$ cat config.mk
export PLATFORM = sky130hd
export DESIGN_NAME = dmem_io_responder
export DESIGN_NICKNAME = d
export VERILOG_FILES = /design/src/rtl/dmem_io_responder.sv
export SDC_FILE = /design/constraint.sdc
export NUM_CORES = 1
export LEC_CHECK = 0
export ABC_AREA = 1
export CORE_ASPECT_RATIO = 1.25
export CORE_MARGIN = 2
export CORE_UTILIZATION = 30
export CTS_BUF_LIST = sky130_fd_sc_hd__clkbuf_4 sky130_fd_sc_hd__clkbuf_8
export DETAILED_ROUTE_END_ITERATION = 6
export SYNTH_ARGS = -nofsm -noshare
export SYNTH_HDL_FRONTEND = slang
export SYNTH_SLANG_ARGS = --single-unit
export TNS_END_PERCENT = 30
$ cat constraint.sdc
create_clock -name clock -period 3.65 [get_ports clock]
set_input_delay 0.365 -clock clock [delete_from_list [all_inputs] [get_ports clock]]
set_output_delay 0.365 -clock clock [all_outputs]
set_load 0.01 [all_outputs]
$ cat src/rtl/dmem_io_responder.sv
// rtl/dmem_io_responder.sv - memory-mapped I/O responder (GPIO, timer) in front of dmem_sim
module dmem_io_responder #(
    parameter int                         DMEM_ADDR_WIDTH = 12,
    parameter int                         DMEM_WORD_WIDTH = 16,
    parameter logic [DMEM_ADDR_WIDTH-1:0] IO_BASE         = 12'hF00
) (
    input  logic                       clock,
    input  logic                       reset,
    input  logic [DMEM_ADDR_WIDTH-1:0] in_addr_rd,
    input  logic [DMEM_ADDR_WIDTH-1:0] in_addr_wr,
    input  logic                       in_write_en,
    input  logic [DMEM_WORD_WIDTH-1:0] in_word,
    output logic [DMEM_WORD_WIDTH-1:0] out_word,
    output logic [DMEM_ADDR_WIDTH-1:0] out_mem_addr_rd,
    output logic [DMEM_ADDR_WIDTH-1:0] out_mem_addr_wr,
    output logic                       out_mem_write_en,
    output logic [DMEM_WORD_WIDTH-1:0] out_mem_word,
    input  logic [DMEM_WORD_WIDTH-1:0] in_mem_word,
    input  logic [DMEM_WORD_WIDTH-1:0] in_gpio,
    output logic [DMEM_WORD_WIDTH-1:0] out_gpio,
    output logic                       out_timer_match
);

    localparam int W = DMEM_WORD_WIDTH;

    localparam logic [2:0] SEL_GPIO_OUT  = 3'd0;
    localparam logic [2:0] SEL_GPIO_IN   = 3'd1;
    localparam logic [2:0] SEL_TIMER_CNT = 3'd2;
    localparam logic [2:0] SEL_TIMER_CMP = 3'd3;
    localparam logic [2:0] SEL_CTRL      = 3'd4;
    localparam logic [2:0] SEL_STATUS    = 3'd5;

    logic         hit_rd;
    logic         hit_wr;
    logic         io_wr;
    logic [2:0]   wr_sel;
    logic         cnt_match;
    logic [W-1:0] rd_mux;

    logic [W-1:0] gpio_out;
    logic [W-1:0] gpio_sync1;
    logic [W-1:0] gpio_sync2;
    logic [W-1:0] timer_cnt;
    logic [W-1:0] timer_cmp;
    logic         ctrl_en;
    logic         ctrl_clr;
    logic         status_match;
    logic         rd_io_sel;
    logic [W-1:0] rd_io_data;

    assign hit_rd    = in_addr_rd[DMEM_ADDR_WIDTH-1:4] == IO_BASE[DMEM_ADDR_WIDTH-1:4];
    assign hit_wr    = in_addr_wr[DMEM_ADDR_WIDTH-1:4] == IO_BASE[DMEM_ADDR_WIDTH-1:4];
    assign io_wr     = in_write_en & hit_wr;
    assign wr_sel    = in_addr_wr[3:1];
    assign cnt_match = ctrl_en & (timer_cnt == timer_cmp);

    // I/O writes are swallowed here so they never alias into DMEM
    assign out_mem_addr_rd  = in_addr_rd;
    assign out_mem_addr_wr  = in_addr_wr;
    assign out_mem_word     = in_word;
    assign out_mem_write_en = in_write_en & ~hit_wr;

    assign out_word        = rd_io_sel ? rd_io_data : in_mem_word;
    assign out_gpio        = gpio_out;
    assign out_timer_match = status_match;

    always_comb begin
        rd_mux = '0;
        case (in_addr_rd[3:1])
            SEL_GPIO_OUT:  rd_mux = gpio_out;
            SEL_GPIO_IN:   rd_mux = gpio_sync2;
            SEL_TIMER_CNT: rd_mux = timer_cnt;
            SEL_TIMER_CMP: rd_mux = timer_cmp;
            SEL_CTRL:      rd_mux = {{(W-2){1'b0}}, ctrl_clr, ctrl_en};
            SEL_STATUS:    rd_mux = {{(W-1){1'b0}}, status_match};
            default:       rd_mux = '0;
        endcase
    end

    always_ff @(posedge clock or posedge reset) begin
        if (reset) begin
            gpio_out     <= '0;
            gpio_sync1   <= '0;
            gpio_sync2   <= '0;
            timer_cnt    <= '0;
            timer_cmp    <= '0;
            ctrl_en      <= 1'b0;
            ctrl_clr     <= 1'b0;
            status_match <= 1'b0;
            rd_io_sel    <= 1'b0;
            rd_io_data   <= '0;
        end else begin
            gpio_sync1 <= in_gpio;
            gpio_sync2 <= gpio_sync1;

            // rd_mux sees pre-edge state, so a same-cycle write is not visible
            rd_io_sel  <= hit_rd;
            rd_io_data <= rd_mux;

            if (io_wr && wr_sel == SEL_GPIO_OUT)  gpio_out  <= in_word;
            if (io_wr && wr_sel == SEL_TIMER_CMP) timer_cmp <= in_word;
            if (io_wr && wr_sel == SEL_CTRL) begin
                ctrl_en  <= in_word[0];
                ctrl_clr <= in_word[1];
            end

            if (io_wr && wr_sel == SEL_TIMER_CNT)
                timer_cnt <= in_word;
            else if (cnt_match && ctrl_clr)
                timer_cnt <= '0;
            else if (ctrl_en)
                timer_cnt <= timer_cnt + W'(1);

            // set beats a simultaneous write-1-to-clear
            if (cnt_match)
                status_match <= 1'b1;
            else if (io_wr && wr_sel == SEL_STATUS && in_word[0])
                status_match <= 1'b0;
        end
    end

endmodule

==> results.toml <==
[outcome]
status = "finished clean"

[synth]
yosys_register_bits = 100
syn_nets = 667
seq_area_frac_synth = 0.489
ys_async_sr_fraction = 1.00
synthFlopType = "dfrtp_1"
synth_enable_flop_cells = 0
synth_warnings = 0
avgSynthCellArea_um2 = 8.65
netlist_area_mm2 = 0.00511
synth_cell_types = 37
synthCells = 591

[power_and_ir_drop]
irDropWorstVdd_uv = 163
combinationalPowerShare = 0.159
power_frac_seq = 0.514
p_sw_uw = 623
power_frac_clock = 0.327
intPower_mw = 1.70
power.density_mw_per_mm2 = 347
finalPower_mw = 2.32
swShare = 0.269
total_leakage_power_nw = 2.95

[sta]
max_slew.worst_pin.slew_ns = 0.721
skew_ns = 0.0156
fin_crit_sh = 0.670
finalSetupTns_ns = 0
period_needed_ns = 2.44
max_freq_mhz = 409
setup_viol = 0
hold_viol_final = 0
slew_violations = 0
slew_headroom = 0.518
rsz0062_at_grt = "no"

[detailed_routing]
routed_via_density = 4.71
drc = 0
drt_iter0_drc = 273
ant_nets = 0
post_drt_wl_per_cell_um = 15.4
drt_first_pass_iters = 6
num_vias = 4316
routed_wl_um = 14100

[cts]
cts_root_buf = "clkbuf_8"
cts_made_buffers = 9
cts_max_level = 3
clkSinkCount = 100
clk_pin_slew_worst_paths_ns = 0.10
cts_setup_buffers = 0
cts_tree = "yes"
ctsHoldBuffers = 0
cts-resized-gates = 0
cts_buffer_depth = 2
clkLatencyLatePin_ns = 0.39

[global_route]
grt_max_degree = 54
globalRouteTotalUtil = 0.160
antenna_found_initial = 0
grt_overflow_total = 0
grt_first_pass_wirelength_um = 22000
grt_pass1_vias = 4169

[floorplan]
die_w_um = 121
die_area_mm2 = 0.0181
io_pins = 149
dieHeight_um = 150
num_rows = 53
initial_utilization = 0.305
core_mm2 = 0.0168

[worst_setup_path]
end_kind = "output port"
crit_type = "reg2out"
reg2reg_to = "timer_cnt[5]"
cp_data_required_time_ns = 3.28
crit_arrival_ns = 2.08
cp-start-kind = "flip-flop"
critPathLaunch = "rd_io_sel"
ff2ff_setup_slack_ns = 1.71
cp-endpoint = "out_word[8]"
reg2reg_from = "ctrl_en"
cp_max_fo = 16
reg2regPathDepth = 9

[cells_and_area]
drive_gt1_frac = 0.103
final_cell_mix = "clkdlybuf4s50_1 (144), nand2_1 (137), dfrtp_1 (100), inv_1 (54), nor2_1 (43)"
nets = 767
antenna_cells = 0
area_growth_syn_to_layout_pct = 30.7
mostFrequentLayoutCell = "clkdlybuf4s50_1"

[placement]
io_buffer_count = 144
gp_congestion = 0.932
dp_hpwl_um = 10800

[hold_path]
hold_class = "reg2reg"
min_path_cells = 0

[flow_run]
cap_violations = 0
==> per-stage QoR <==
step / cells / worst slack [ns] / cell area, um^2 / utilization / hold WS, ns
after floorplan: 591 / 0.666 / 5110 / - / 0.331
after global placement: 900 / 1.28 / 6480 / 0.386 / 0.332
after detailed placement: 900 / 1.24 / 6480 / 0.386 / 0.335
after CTS: 916 / 1.14 / 6690 / 0.399 / 0.356
after global routing: 916 / 1.08 / 6690 / 0.399 / 0.363
final: 916 / 1.21 / 6690 / 0.399 / 0.351
==> kinds of logic after synthesis <==
kind of cell / count (synthesis) / synth area share
AND/OR/NAND/NOR: 260 / 0.235
buffers and inverters: 125 / 0.125
flip-flops: 100 / 0.489
AO/OA/AOI/OAI: 80 / 0.0971
multiplexers: 16 / 0.0352
XOR/XNOR: 9 / 0.0154
adder cells (fa/ha/maj): 1 / 0.00245
==> sequential cells by signal, indices dropped and copies added, names as in the netlist <==
name,cells
ctrl_clr,1
gpio_sync2,16
rd_io_data,16
timer_cmp,16
gpio_sync1,16
out_timer_match,1
ctrl_en,1
out_gpio,16
timer_cnt,16
rd_io_sel,1
==> cell usage after synthesis (2+ instances only) <==
library cell / instances / share of area
nand3_2: 4 / 0.0078
buf_2: 5 / 0.0049
mux2_2: 16 / 0.035
o21ai_1: 11 / 0.011
nor2_1: 43 / 0.032
xnor2_1: 4 / 0.0068
a21oi_1: 12 / 0.012
nand2_2: 6 / 0.0073
o2111ai_1: 4 / 0.0068
inv_2: 12 / 0.0088
nand2_4: 2 / 0.0044
dfrtp_1: 100 / 0.49
xor2_1: 5 / 0.0086
o22ai_1: 12 / 0.015
clkbuf_1: 9 / 0.0066
inv_1: 55 / 0.040
nand4_1: 17 / 0.021
buf_4: 42 / 0.062
nor2_4: 4 / 0.0088
o21ai_0: 27 / 0.026
nand3_1: 28 / 0.027
nand3b_1: 3 / 0.0044
nand2_1: 137 / 0.10
nor3_1: 7 / 0.0068
a221o_1: 11 / 0.022
nor2_2: 4 / 0.0049
==> routing by layer <==
layer	GRT usage	part of all wire
met5	0	0
met4	0.0657	0.023
met3	0.0324	0.060
met2	0.267	0.50
met1	0.202	0.42
==> critical path, stage by stage (launching register included) <==
cell,delay [ns]
dfrtp_1,0.80
mux2_2,0.41
clkdlybuf4s50_1,0.48
==> cell type report <==
class	instances	area [um^2]
flip-flops and latches	100	2500
fillers	1718	10100
clock buffers	11	151
repair buffers	147	1480
inverters	67	254
well taps	220	275
clock inverters	5	57.6
multi-input cells	366	1970
==> worst min path at each step <==
stage	from	end
floorplan	gpio_sync1[0]	gpio_sync2[0]
global placement	gpio_sync1[1]	gpio_sync2[1]
detailed placement	gpio_sync1[9]	gpio_sync2[9]
CTS	gpio_sync1[14]	gpio_sync2[14]
global route	gpio_sync1[11]	gpio_sync2[11]
finish	gpio_sync1[14]	gpio_sync2[14]
==> power groups by stage <==
stage | logic [mW] | clock network [mW] | registers, mW
after floorplan | 0.215 | 0 | 1.19
final | 0.369 | 0.757 | 1.19
after CTS | 0.373 | 0.774 | 1.19
after detailed placement | 0.372 | 0 | 1.21
after global routing | 0.409 | 0.823 | 1.20
after global placement | 0.371 | 0 | 1.21
No activity file was read; power rests on OpenSTA's default activity.
